[config.mk]
export PLATFORM = sky130hd
export DESIGN_NAME = round_robin_fifo_distributor
export DESIGN_NICKNAME = d
export VERILOG_FILES = /design/src/rtl/round_robin_fifo_distributor_pkg.sv /design/src/rtl/round_robin_fifo_distributor_sync_fifo_d8.sv /design/src/rtl/round_robin_fifo_distributor.sv
export SDC_FILE = /design/constraint.sdc
export NUM_CORES = 1
export LEC_CHECK = 0
export BUFFER_PORTS_ARGS = -buffer_cell sky130_fd_sc_hd__buf_2
export CORE_UTILIZATION = 50
export DETAILED_ROUTE_END_ITERATION = 12
export GPL_ROUTABILITY_DRIVEN = 0
export PLACE_DENSITY = 0.67
export SLEW_MARGIN = 20
export SYNTH_ARGS = -nofsm -noshare
export SYNTH_HDL_FRONTEND = slang
export SYNTH_SLANG_ARGS = --single-unit
export TNS_END_PERCENT = 50
[constraint.sdc]
create_clock -name clk -period 2.9 [get_ports clk]
set_input_delay 0 -clock clk [delete_from_list [all_inputs] [get_ports clk]]
set_output_delay 0 -clock clk [all_outputs]
set_load 0.01 [all_outputs]
[src/rtl/round_robin_fifo_distributor_pkg.sv]
// rtl/round_robin_fifo_distributor_pkg.sv - shared widths and channel encodings for the distributor
package round_robin_fifo_distributor_pkg;
  localparam int DW    = 8;
  localparam int DEPTH = 8;
  localparam int NCH   = 4;
  localparam int PTRW  = $clog2(DEPTH) + 1;

  typedef enum logic [1:0] {
    CH_A = 2'd0,
    CH_B = 2'd1,
    CH_C = 2'd2,
    CH_D = 2'd3
  } ch_e;
endpackage

[src/rtl/round_robin_fifo_distributor_sync_fifo_d8.sv]
// rtl/round_robin_fifo_distributor_sync_fifo_d8.sv - one channel FIFO with registered read port
module sync_fifo_d8
  import round_robin_fifo_distributor_pkg::*;
#(
  parameter int W = DW,
  parameter int D = DEPTH
) (
  input  logic         clk,
  input  logic         rst_n,
  input  logic         wr,
  input  logic [W-1:0] wdata,
  input  logic         rd,
  output logic [W-1:0] rdata,
  output logic         rvalid,
  output logic         rerr,
  output logic         full,
  output logic         empty
);
  localparam int AW = $clog2(D);
  localparam int CW = AW + 1;

  logic [W-1:0]  mem [D];
  logic [AW-1:0] wptr_q, wptr_d, rptr_q, rptr_d;
  logic [CW-1:0] count_q, count_d;
  logic [W-1:0]  rdata_q, rdata_d;
  logic          rvalid_q, rerr_q;
  logic          do_wr, do_rd;

  assign full  = (count_q == CW'(D));
  assign empty = (count_q == '0);
  // Flags are pre-edge: a read on a full FIFO does not make room for a same-edge write.
  assign do_wr = wr & ~full;
  assign do_rd = rd & ~empty;

  always_comb begin
    wptr_d  = do_wr ? wptr_q + AW'(1) : wptr_q;
    rptr_d  = do_rd ? rptr_q + AW'(1) : rptr_q;
    count_d = count_q;
    if (do_wr && !do_rd) count_d = count_q + CW'(1);
    if (do_rd && !do_wr) count_d = count_q - CW'(1);
    rdata_d = do_rd ? mem[rptr_q] : '0;
  end

  always_ff @(posedge clk) begin
    if (!rst_n) begin
      wptr_q   <= '0;
      rptr_q   <= '0;
      count_q  <= '0;
      rdata_q  <= '0;
      rvalid_q <= 1'b0;
      rerr_q   <= 1'b0;
    end else begin
      wptr_q   <= wptr_d;
      rptr_q   <= rptr_d;
      count_q  <= count_d;
      rdata_q  <= rdata_d;
      rvalid_q <= do_rd;
      rerr_q   <= rd & empty;
    end
  end

  always_ff @(posedge clk) begin
    if (do_wr) mem[wptr_q] <= wdata;
  end

  assign rdata  = rdata_q;
  assign rvalid = rvalid_q;
  assign rerr   = rerr_q;
endmodule

[src/rtl/round_robin_fifo_distributor.sv]
// rtl/round_robin_fifo_distributor.sv - deals one write stream to four channel FIFOs in strict rotation
module round_robin_fifo_distributor
  import round_robin_fifo_distributor_pkg::*;
(
  input  logic              clk,
  input  logic              rst_n,
  input  logic              wen,
  input  logic [DW-1:0]     din,
  output logic              ready,
  output logic [1:0]        sel,
  output logic              wr_error,
  input  logic [NCH-1:0]    ren,
  output logic [NCH*DW-1:0] dout,
  output logic [NCH-1:0]    valid,
  output logic [NCH-1:0]    rd_error,
  output logic [NCH-1:0]    empty,
  output logic [NCH-1:0]    full
);
  logic [1:0] sel_q, sel_d;
  logic       wr_error_q, wr_error_d;
  logic       accept;

  // sel never skips a full channel, so a stall keeps the rotation order intact.
  assign ready  = ~full[sel_q];
  assign accept = wen & ready;

  always_comb begin
    sel_d      = accept ? sel_q + 2'd1 : sel_q;
    wr_error_d = wen & ~accept;
  end

  always_ff @(posedge clk) begin
    if (!rst_n) begin
      sel_q      <= CH_A;
      wr_error_q <= 1'b0;
    end else begin
      sel_q      <= sel_d;
      wr_error_q <= wr_error_d;
    end
  end

  for (genvar i = 0; i < NCH; i++) begin : g_ch
    sync_fifo_d8 #(.W(DW), .D(DEPTH)) u_fifo (
      .clk   (clk),
      .rst_n (rst_n),
      .wr    (accept && (sel_q == 2'(i))),
      .wdata (din),
      .rd    (ren[i]),
      .rdata (dout[i*DW +: DW]),
      .rvalid(valid[i]),
      .rerr  (rd_error[i]),
      .full  (full[i]),
      .empty (empty[i])
    );
  end

  assign sel      = sel_q;
  assign wr_error = wr_error_q;
endmodule

== Yosys cells after proc, flatten, opt, wreduce, memory -nomap -nowiden ==
Memories as Yosys holds them, arrays and structs flattened. A register that Yosys moved wholly into a read port is not among the register bits.
Cells that the tools add are included.

* Register bits after elaboration: 51
* Bits in writable memories: 256
* Word-level logic and storage cells: 130
* Memories kept: 4

* Add/sub/neg operators: 17
* Order comparisons: 1
* Eq/ne operators: 7
* Muxes and demuxes: 18
* Bitwise operators: 24
* Reduce and logical (&&, ||, !) cells: 37

{| class="wikitable"
|+ Memory list
! memory !! words !! bits a word !! read ports !! clocked after memory_dff !! wr ports !! RTL line !! source
|-
| g_ch[0].u_fifo.mem || 8 || 8 || 1 || 1 || 1 || round_robin_fifo_distributor_sync_fifo_d8.sv:22 || <nowiki>logic [W-1:0] mem [D];</nowiki>
|-
| g_ch[1].u_fifo.mem || 8 || 8 || 1 || 1 || 1 || round_robin_fifo_distributor_sync_fifo_d8.sv:22 ||
|-
| g_ch[2].u_fifo.mem || 8 || 8 || 1 || 1 || 1 || round_robin_fifo_distributor_sync_fifo_d8.sv:22 ||
|-
| g_ch[3].u_fifo.mem || 8 || 8 || 1 || 1 || 1 || round_robin_fifo_distributor_sync_fifo_d8.sv:22 ||
|}

{| class="wikitable"
|+ Operators by type and width
! cell !! count
|-
| 2-to-1 mux 4 bit || 8
|-
| adder 3 x 1 -> 3 bit (second input constant) || 8
|-
| adder 4 x 1 -> 4 bit (second input constant) || 4
|-
| equality test 4 bit (second input constant) || 4
|-
| logical NOT 4 bit || 4
|-
| subtractor 4 x 1 -> 4 bit (second input constant) || 4
|-
| bitwise AND 1 bit || 14
|-
| logical AND 1 bit || 12
|-
| logical NOT 1 bit || 12
|-
| inverter 1 bit || 10
|-
| 2-to-1 mux 1 bit || 9
|-
| AND reduction 2 bit || 4
|-
| nonzero test 2 bit || 4
|-
| equality test 2 bit (second input constant) || 2
|-
| < comparator 2 x 3 -> 1 bit (second input constant) || 1
|-
| adder 2 x 1 -> 2 bit (second input constant) || 1
|-
| binary-select mux 1 bit (select 2 bit) || 1
|-
| equality test 2 x 1 -> 1 bit (second input constant) || 1
|-
| logical NOT 2 bit || 1
|}

== Logic depth before layout (Yosys ltp) ==
Gate-level depths: netlist of the first run.

* Word-level depth: 10
* Gate-level depth with buffers: 12

== Cells and area by module ==
Synthesis of the first run repeated with hierarchy kept, for this count alone.

* Cells, all modules: 777
* Area, all modules: 13276.5 um^2

{| class="wikitable"
|+ By module, submodules not included
! module !! times used !! cells each !! area each (um^2) !! seq. area each (um^2)
|-
| sync_fifo_d8 (g_ch[0].u_fifo ...) || 3 || 187 || 3250.6 || 2322.2
|-
| sync_fifo_d8 (g_ch[3].u_fifo) || 1 || 189 || 3280.6 || 2322.2
|-
| round_robin_fifo_distributor || 1 || 27 || 244.0 || 60.1
|}

== Worst setup path after synthesis of the first run ==
Ideal clock, no wire load.

* Path kind: register to register
* Start: register sel_q[0], in the netlist sel[0]
* End: memory g_ch[2].u_fifo.mem[2][0] in the netlist's numbering, enable pin
* Library setup time: 398 ps
* Data arrival time: 2363 ps
* Required time: 2502 ps
* Setup slack: 139 ps
* Cell stages (with the launch flop): 7
* Clock period less this slack: 2761 ps
* Cell sequence: dfxtp_1 > inv_1 > ha_1 > nand2_1 > nor4_1 > inv_2 > nor4b_1

* Longest elaborated chain between the ends: 8
* Elaborated cells on any way between the ends: 9

{| class="wikitable"
|+ Ends and longest elaborated chain
! item !! RTL line !! source
|-
| start, declared || round_robin_fifo_distributor.sv:19 || <nowiki>logic [1:0] sel_q, sel_d;</nowiki>
|-
| start signal, assigned || round_robin_fifo_distributor.sv:37 || <nowiki>sel_q <= sel_d;</nowiki>
|-
| binary-select mux 1 bit (select 2 bit) || round_robin_fifo_distributor.sv:24 || <nowiki>assign ready = ~full[sel_q];</nowiki>
|-
| 2-to-1 mux 1 bit (implied by the code) || round_robin_fifo_distributor.sv:24 ||
|-
| inverter 1 bit || round_robin_fifo_distributor.sv:24 ||
|-
| bitwise AND 1 bit || round_robin_fifo_distributor.sv:25 || <nowiki>assign accept = wen & ready;</nowiki>
|-
| logical AND 1 bit * || round_robin_fifo_distributor.sv:46 || <nowiki>.wr (accept && (sel_q == 2'(i))),</nowiki>
|-
| bitwise AND 1 bit * || round_robin_fifo_distributor_sync_fifo_d8.sv:32 || <nowiki>assign do_wr = wr & ~full;</nowiki>
|-
| 2-to-1 mux 1 bit * || round_robin_fifo_distributor_sync_fifo_d8.sv:63 || <nowiki>if (do_wr) mem[wptr_q] <= wdata;</nowiki>
|-
| 2-to-1 mux 1 bit (implied by the code) * || round_robin_fifo_distributor_sync_fifo_d8.sv:63 ||
|-
| end, declared || round_robin_fifo_distributor_sync_fifo_d8.sv:22 ||
|}

Every way passes the cells marked *; elsewhere a longest branch is shown, timed or not. The select of a mux whose other input is x is not followed.

== Worst setup path after layout of the first run ==
* Start: register g_ch[0].u_fifo.count_q[0]
* End: register g_ch[3].u_fifo.count_q[2]

* Longest elaborated chain between the ends: 10
* Elaborated cells on any way between the ends: 12

{| class="wikitable"
|+ Ends and longest elaborated chain
! item !! RTL line !! source
|-
| start, declared || round_robin_fifo_distributor_sync_fifo_d8.sv:24 || <nowiki>logic [CW-1:0] count_q, count_d;</nowiki>
|-
| start signal, assigned || round_robin_fifo_distributor_sync_fifo_d8.sv:55 || <nowiki>count_q <= count_d;</nowiki>
|-
| equality test 4 bit * || round_robin_fifo_distributor_sync_fifo_d8.sv:29 || <nowiki>assign full = (count_q == CW'(D));</nowiki>
|-
| binary-select mux 1 bit (select 2 bit) * || round_robin_fifo_distributor.sv:24 ||
|-
| 2-to-1 mux 1 bit (implied by the code) * || round_robin_fifo_distributor.sv:24 ||
|-
| inverter 1 bit * || round_robin_fifo_distributor.sv:24 ||
|-
| bitwise AND 1 bit * || round_robin_fifo_distributor.sv:25 ||
|-
| logical AND 1 bit * || round_robin_fifo_distributor.sv:46 ||
|-
| bitwise AND 1 bit * || round_robin_fifo_distributor_sync_fifo_d8.sv:32 ||
|-
| logical NOT 1 bit || round_robin_fifo_distributor_sync_fifo_d8.sv:40 || <nowiki>if (do_rd && !do_wr) count_d = count_q - CW'(1);</nowiki>
|-
| logical AND 1 bit || round_robin_fifo_distributor_sync_fifo_d8.sv:40 ||
|-
| 2-to-1 mux 4 bit or nonzero test 2 bit (tied branches) || - ||
|-
| end signal, assigned || round_robin_fifo_distributor_sync_fifo_d8.sv:55 ||
|-
| end, declared || round_robin_fifo_distributor_sync_fifo_d8.sv:24 ||
|}

Marked as above.
A chain may end at the register's enable or synchronous reset.

==> run metrics, run 1 <==
DP Area=0.0141 mm2; Syn Inst Count=791; Worst-Margin Slew=1.00 ns; initial core utilization=51.2%; worst reg2reg startpoint=g_ch[0].u_fifo.count_q[0]; First-pass DRT Iterations=8; fraction of layout cells with a size suffix above 1=26.8%; Final Net Count=926; Setup crit start kind=flip-flop; DR DRC count=8; power density cells=746 mW/mm2; final hold slack=0.0403 ns; Final Hold Violating Endpoints=0; synthesized area=0.0134 mm2; leakage=0.00534 uW; placed cells=1176; CTS tree=yes; clk slew on worst S/H paths=0.06 ns; Hold Path Stages=3; ys flop type=edfxtp_1; Max Freq=356 MHz; Top Metal Used=met4; final core occ=59.0%; DRT iter0 DRCs=451; M1 WL=11200 um; relative max-transition margin=32.7%; row count=59; Synth warnings=0; Avg WL per Cell=20.3 um; io pins=67; WL met2=12400 um; #FFs+latches synth=339; GRT Overall Usage=19.0%; number of diodes=0; total CTS buffers=35; Max Cap Viol=0; Layout Skew=0.00877 ns; routed wire length=25300 um; Detail Route met3 WL=1280 um; HP Start=rst_n; CP required=3.33 ns; Layout Area Growth over Synthesis=15.2%; Netlist cell types=45; Post-synth EDFFs=256; Routed Antenna Nets=0; CTS H-tree depth=2; Core ar.=0.0261 mm2; Final Cycle Share=96.8%; worst r2r path cells=12; Max IR drop VDD=359 uV; root buf cell=clkbuf_16; quantity of I/O buffers inserted on ports=66; GR Overflow Total=0; failing checks=design-rule violations; Worst Path Arrival=3.23 ns; drt via density=5.52; antenna violations before repair=1; Reg2Reg Setup Slack=0.09 ns; syn avg cell area=16.9 um2; critical path endpoint category=flip-flop; DP Wirelength=15900 um; Final Slew Violations=0; Die X=166 um; Period minus WS final=2.81 ns; crit path kind=reg -> reg; post-route design area=0.0154 mm2; first-pass GRT wire length=40000 um; Worst Hold Endpoint=wr_error; Worst Path Max Fanout=6; vias=6892; # setup viols final=0; largest net degree at the start of global routing=35; Clock Sinks=339; status=finished with violations; Clk Latency, worst-skew pair=0.50 ns; Finished Layout Cells=1248; Async SR Flop Fraction=0%; die area=0.0274 mm2; Crit Reg-Reg Endpoint=g_ch[3].u_fifo.count_q[2]; Longest Clk Path Bufs=3; Die Y=166 um; syn nets=830; vias in the first global route=7259; sequential area share after synthesis=69.8%; Hold Path Class=in -> reg
-- power breakdown --
group	internal (uW)	switching, uW	leakage (uW)
logic	825	941	0.00184
clock network	2410	1710	0.000515
registers	5460	174	0.00298
total	8690	2820	0.00534
-- layer usage --
layer  vias to the layer above  global-route usage (%)
li1                       3181                       -
met5                         -                       0
met3                        32                    3.37
met4                         0                    4.79
met2                       158                    32.3
met1                      3521                    25.6
-- state kept, by name, summed over array words and instances, names as in the netlist --
name                 cells
g_ch.u_fifo.rerr         4
g_ch.u_fifo.rptr_q      12
sel                      2
wr_error                 1
g_ch.u_fifo.rdata       32
g_ch.u_fifo.rvalid       4
g_ch.u_fifo.wptr_q      12
g_ch.u_fifo.count_q     16
g_ch.u_fifo.mem        256
-- synthesized netlist by cell type (4+ instances only) --
library cell	n	area (um2)
ha_1	24	300
edfxtp_1	256	7690
mux2i_1	44	440
or3_1	4	25.0
nor3b_1	7	52.6
and3_1	5	31.3
buf_4	17	128
nor4b_1	5	43.8
mux4_2	64	1440
nor4_1	7	43.8
clkbuf_1	19	71.3
dfxtp_1	83	1660
inv_1	12	45.0
buf_1	8	30.0
nand2_1	32	120
buf_2	12	60.1
nand3_1	7	35.0
and2_1	21	131
nand2b_1	15	93.8
nor2_1	46	173
a21oi_1	5	25.0
nor3_1	10	50.1
xor2_1	16	140
o21ai_0	14	70.1
a21boi_0	4	30.0
nor2b_1	15	93.8
xnor2_1	12	105
-- worst max path at each step --
stage | startpoint | end | slack, ns | cells after the start
3_3_place_gp | g_ch[0].u_fifo.count_q[1] | g_ch[2].u_fifo.count_q[2] | 0.19 | 11
6_report | g_ch[0].u_fifo.count_q[0] | g_ch[3].u_fifo.count_q[2] | 0.09 | 12
2_1_floorplan | sel[0] | g_ch[2].u_fifo.mem[2][0] | 0.14 | 6
4_1_cts | g_ch[1].u_fifo.count_q[0] | g_ch[2].u_fifo.count_q[2] | -0.03 | 11
5_1_grt | g_ch[3].u_fifo.count_q[0] | g_ch[0].u_fifo.count_q[3] | -0.003 | 9
3_5_place_dp | sel[0] | g_ch[2].u_fifo.count_q[2] | -0.08 | 12
-- critical path: stages, from the launching register on --
cell and delay, ns:
dfxtp_1 0.37, or4b_4 0.58, nor3_4 0.24, buf_6 0.16, nor4_4 0.05, inv_1 0.09
ha_1 0.18, xor2_1 0.18, ha_1 0.18, a21oi_1 0.05, xor2_1 0.17, or3_1 0.32
a21boi_1 0.16
-- metrics by stage --
stage	power (uW)	setup slack (ns)	TNS (ns)
CTS	11600	-0.0279	-0.0279
global route	12000	-0.00284	-0.00284
detailed placement	7410	-0.0832	-0.0995
finish	11500	0.0933	0
global placement	7310	0.189	0
floorplan	6920	0.139	0
-- cells by family (layout without fill, tap and decap cells) --
kind of cell,count (synthesis),count (layout),synth area share [%]
xor+xnor,28,28,1.83
compound gates,32,32,1.50
flops,339,339,69.8
simple gates,191,191,8.00
buf+inv,69,191,2.52
mux,108,108,14.1
fa+ha+maj,24,24,2.24
-- final cells by class --
type / count / area (um2)
inverters: 13 / 48.8
fillers: 1951 / 10700
well taps: 335 / 419
clock inverters: 12 / 52.6
flip-flops and latches: 339 / 9350
repair buffers: 115 / 714
multi-input cells: 383 / 3830
clock buffers: 51 / 1010
-- cell usage in the layout (no fill, tap or decap), types with 4 or more instances in the layout --
cell and instances:
edfxtp_1 256, dfxtp_1 80, buf_2 66, mux4_2 64, nor2_1 45, mux2i_1 44
buf_4 43, clkbuf_16 37, nand2_1 32, and2_1 21, ha_1 20, nor2b_1 15
xor2_1 15, nand2b_1 15, o21ai_0 13, xnor2_1 12, inv_1 11, clkbuf_1 11
nor3_1 10, clkinv_1 8, nor3b_1 7, nand3_1 7, nor4_1 6, a21oi_1 5
and3_1 5, dlygate4sd3_1 5, or4b_4 4, or3_1 4, a21boi_1 4
-- repair_timing --
action | CTS | global route
hold buffers | 5 | 0
resized for setup | 7 | 23
hold endpoints to repair | 5 | 0
setup buffers | 2 | 2
endpoints found under the setup margin | 3 | 15
pin swaps | 1 | 8
Note: power is estimated with default switching activity, not from simulation.
==> run 2, diff against run 1 <==
--- a/config.mk
+++ b/config.mk
@@ -7,9 +7,12 @@
 export LEC_CHECK = 0
 export BUFFER_PORTS_ARGS = -buffer_cell sky130_fd_sc_hd__buf_2
 export CORE_UTILIZATION = 50
+export CTS_CLUSTER_SIZE = 20
 export DETAILED_ROUTE_END_ITERATION = 12
 export GPL_ROUTABILITY_DRIVEN = 0
+export HOLD_SLACK_MARGIN = 0.08
 export PLACE_DENSITY = 0.67
+export SETUP_SLACK_MARGIN = 0.05
 export SLEW_MARGIN = 20
 export SYNTH_ARGS = -nofsm -noshare
 export SYNTH_HDL_FRONTEND = slang
==> run 2 against run 1 <==
Compared with the run above: the run still ends with design-rule violations left; critical endpoint unchanged; critical path depth did not move; combinational power is essentially flat; core utilization increased by 0.17 points; register-to-register slack is essentially flat; sequential power about the same; setup slack better by 0.012 ns.
==> run metrics, run 2 (synthesis gave the netlist of run 1 again) <==
crit path kind=reg -> reg (unchanged); Die X=166 um (unchanged); row count=59 (unchanged); Final WS setup=0.105 ns (was 0.0933 ns); Max IR drop VDD=540 uV (was 359 uV); HP Start=din[1] (was rst_n); relative max-transition margin=30.4% (was 32.7%); Final Cycle Share=96.4% (was 96.8%); Worst Path Arrival=3.22 ns (was 3.23 ns); vias=6960 (was 6892); die area=0.0274 mm2 (unchanged); Die Y=166 um (unchanged); Worst-Margin Slew=1.04 ns (was 1.00 ns); Routed Antenna Nets=0 (unchanged); clk slew on worst S/H paths=0.06 ns (about the same); routed wire length=25600 um (was 25300 um); Longest Clk Path Bufs=3 (unchanged); fraction of layout cells with a size suffix above 1=27.0% (was 26.8%); Core ar.=0.0261 mm2 (unchanged); antenna violations before repair=1 (unchanged); CP most frequent cell=xor2_1; Max Cap Viol=0 (unchanged); GRT Overall Usage=19.2% (was 19.0%); Buf/Inv on CP=2 (unchanged); initial core utilization=51.2% (unchanged); Worst Path Max Fanout=6 (unchanged); first-pass GRT wire length=40400 um (was 40000 um); RSZ-0062 raised after global routing=yes; GR Overflow Total=0 (unchanged); root buf cell=clkbuf_16 (unchanged); Clk Latency, worst-skew pair=0.50 ns (about the same); worst reg2reg startpoint=g_ch[0].u_fifo.count_q[0] (unchanged); Hold Path Class=in -> reg (unchanged); Crit path largest cell delay=0.58 ns (about the same); Layout Skew=0.00895 ns (was 0.00877 ns); DR DRC count=8 (unchanged); CP top delay family=simple AND/OR/NAND/NOR gates (unchanged); CTS tree=yes (unchanged); most common cell after layout, fill and taps aside=edfxtp_1 (unchanged); pre-CTS WS=-0.0832 ns (unchanged); Max Freq=358 MHz (was 356 MHz); crit path from=g_ch[0].u_fifo.count_q[0] (unchanged); quantity of I/O buffers inserted on ports=66 (unchanged); Top reg by flops=g_ch.u_fifo.mem (unchanged); vias in the first global route=7300 (was 7259); final core occ=59.2% (was 59.0%); CTS H-tree depth=2 (unchanged); status=finished with violations (unchanged); Final Slew Violations=0 (unchanged); Layout Area Growth over Synthesis=15.6% (was 15.2%); # setup viols final=0 (unchanged); DP Wirelength=15900 um (unchanged); failing checks=design-rule violations (unchanged); largest net degree at the start of global routing=35 (unchanged); Clock Sinks=339 (unchanged); total CTS buffers=35 (unchanged); DRT iter0 DRCs=426 (was 451); critical path endpoint category=flip-flop (unchanged); CP required=3.33 ns (about the same); fill count=1952 (was 1951); Final Hold Violating Endpoints=0 (unchanged); Final Net Count=931 (was 926); max FFs per register=256 (unchanged); drt via density=5.55 (was 5.52); leakage=0.00536 uW (was 0.00534 uW); Setup crit start kind=flip-flop (unchanged); crit-path cells=or4b_4, nor3_4, buf_6, nor4_4, inv_1, ha_2, xor2_1, ha_1, a21oi_1, xor2_1, or3_1, a21boi_1 (was or4b_4, nor3_4, buf_6, nor4_4, inv_1, ha_1, xor2_1, ha_1, a21oi_1, xor2_1, or3_1, a21boi_1); Avg WL per Cell=20.4 um (was 20.3 um); io pins=67 (unchanged); Period minus WS final=2.79 ns (was 2.81 ns); power density cells=745 mW/mm2 (was 746 mW/mm2); Slowest cell on crit path=or4b_4 (unchanged); most frequent cells in the layout=256 x edfxtp_1, 78 x dfxtp_1, 66 x buf_2 (was 256 x edfxtp_1, 80 x dfxtp_1, 66 x buf_2); number of diodes=0 (unchanged); First-pass DRT Iterations=9 (was 8)
==> run 2: cell count changes in the layout (fill, tap and decap cells not counted), sizes merged <==
cell,change
dlygate4sd3,+4
clkbuf,+1
clkinv,-1
buf,+1
==> run 2: final cells by class <==
class / count / area [um2] / area share (%)
Sequential cell: 339 / 9360 / 60.5
Multi-Input combinational cell: 383 / 3820 / 24.7
Clock buffer: 52 / 1010 / 6.54
Timing Repair Buffer: 120 / 762 / 4.93
Tap cell: 335 / 419 / 2.71
Clock inverter: 11 / 50.0 / 0.324
Inverter: 13 / 48.8 / 0.315
==> run 2: repair_timing <==
action	in CTS	in global routing
setup endpoints to repair	6	15
resized for setup	10	19
hold buffers	9	0
buffers inserted	2	3
endpoints found under the hold margin	12	0
pin swaps	1	7
==> run 2: per-stage QoR <==
step	area (um2)	power, uW	TNS (ns)	instances	hold WS [ns]
finish	15500	11500	0	1253	0.0869
global route	15500	12000	0	1253	0.0989
CTS	15400	11600	0	1250	0.0807
detailed placement	14100	7410	-0.0995	1176	0.243
global placement	14100	7310	0	1176	0.239
floorplan	13400	6920	0	791	0.0989
==> run 2: worst paths after layout <==
| check | slack [ns] | to | depth (start not counted) |
|---|---|---|---|
| worst max-delay path | 0.11 | g_ch[3].u_fifo.count_q[2] | 12 |
| worst min-delay path | 0.09 | g_ch[2].u_fifo.mem[7][1] | 1 |
| worst max register to register | 0.11 | g_ch[3].u_fifo.count_q[2] | 12 |
| worst min register to register | 0.52 | g_ch[1].u_fifo.wptr_q[2] | 2 |
==> run 2: metal layers <==
metal	track usage (%)	part of all wire, %	vias to the layer above
li1	-	-	3196
met1	25.8	44	3557
met2	32.7	49	174
met3	3.39	5.0	33
met4	4.79	1.8	0
met5	0	0	-
==> run 2: report_power, final <==
group / internal [uW] / switching, uW / total, uW
clock network: 2410 / 1710 / 4120
registers: 5460 / 175 / 5630
logic: 831 / 940 / 1770
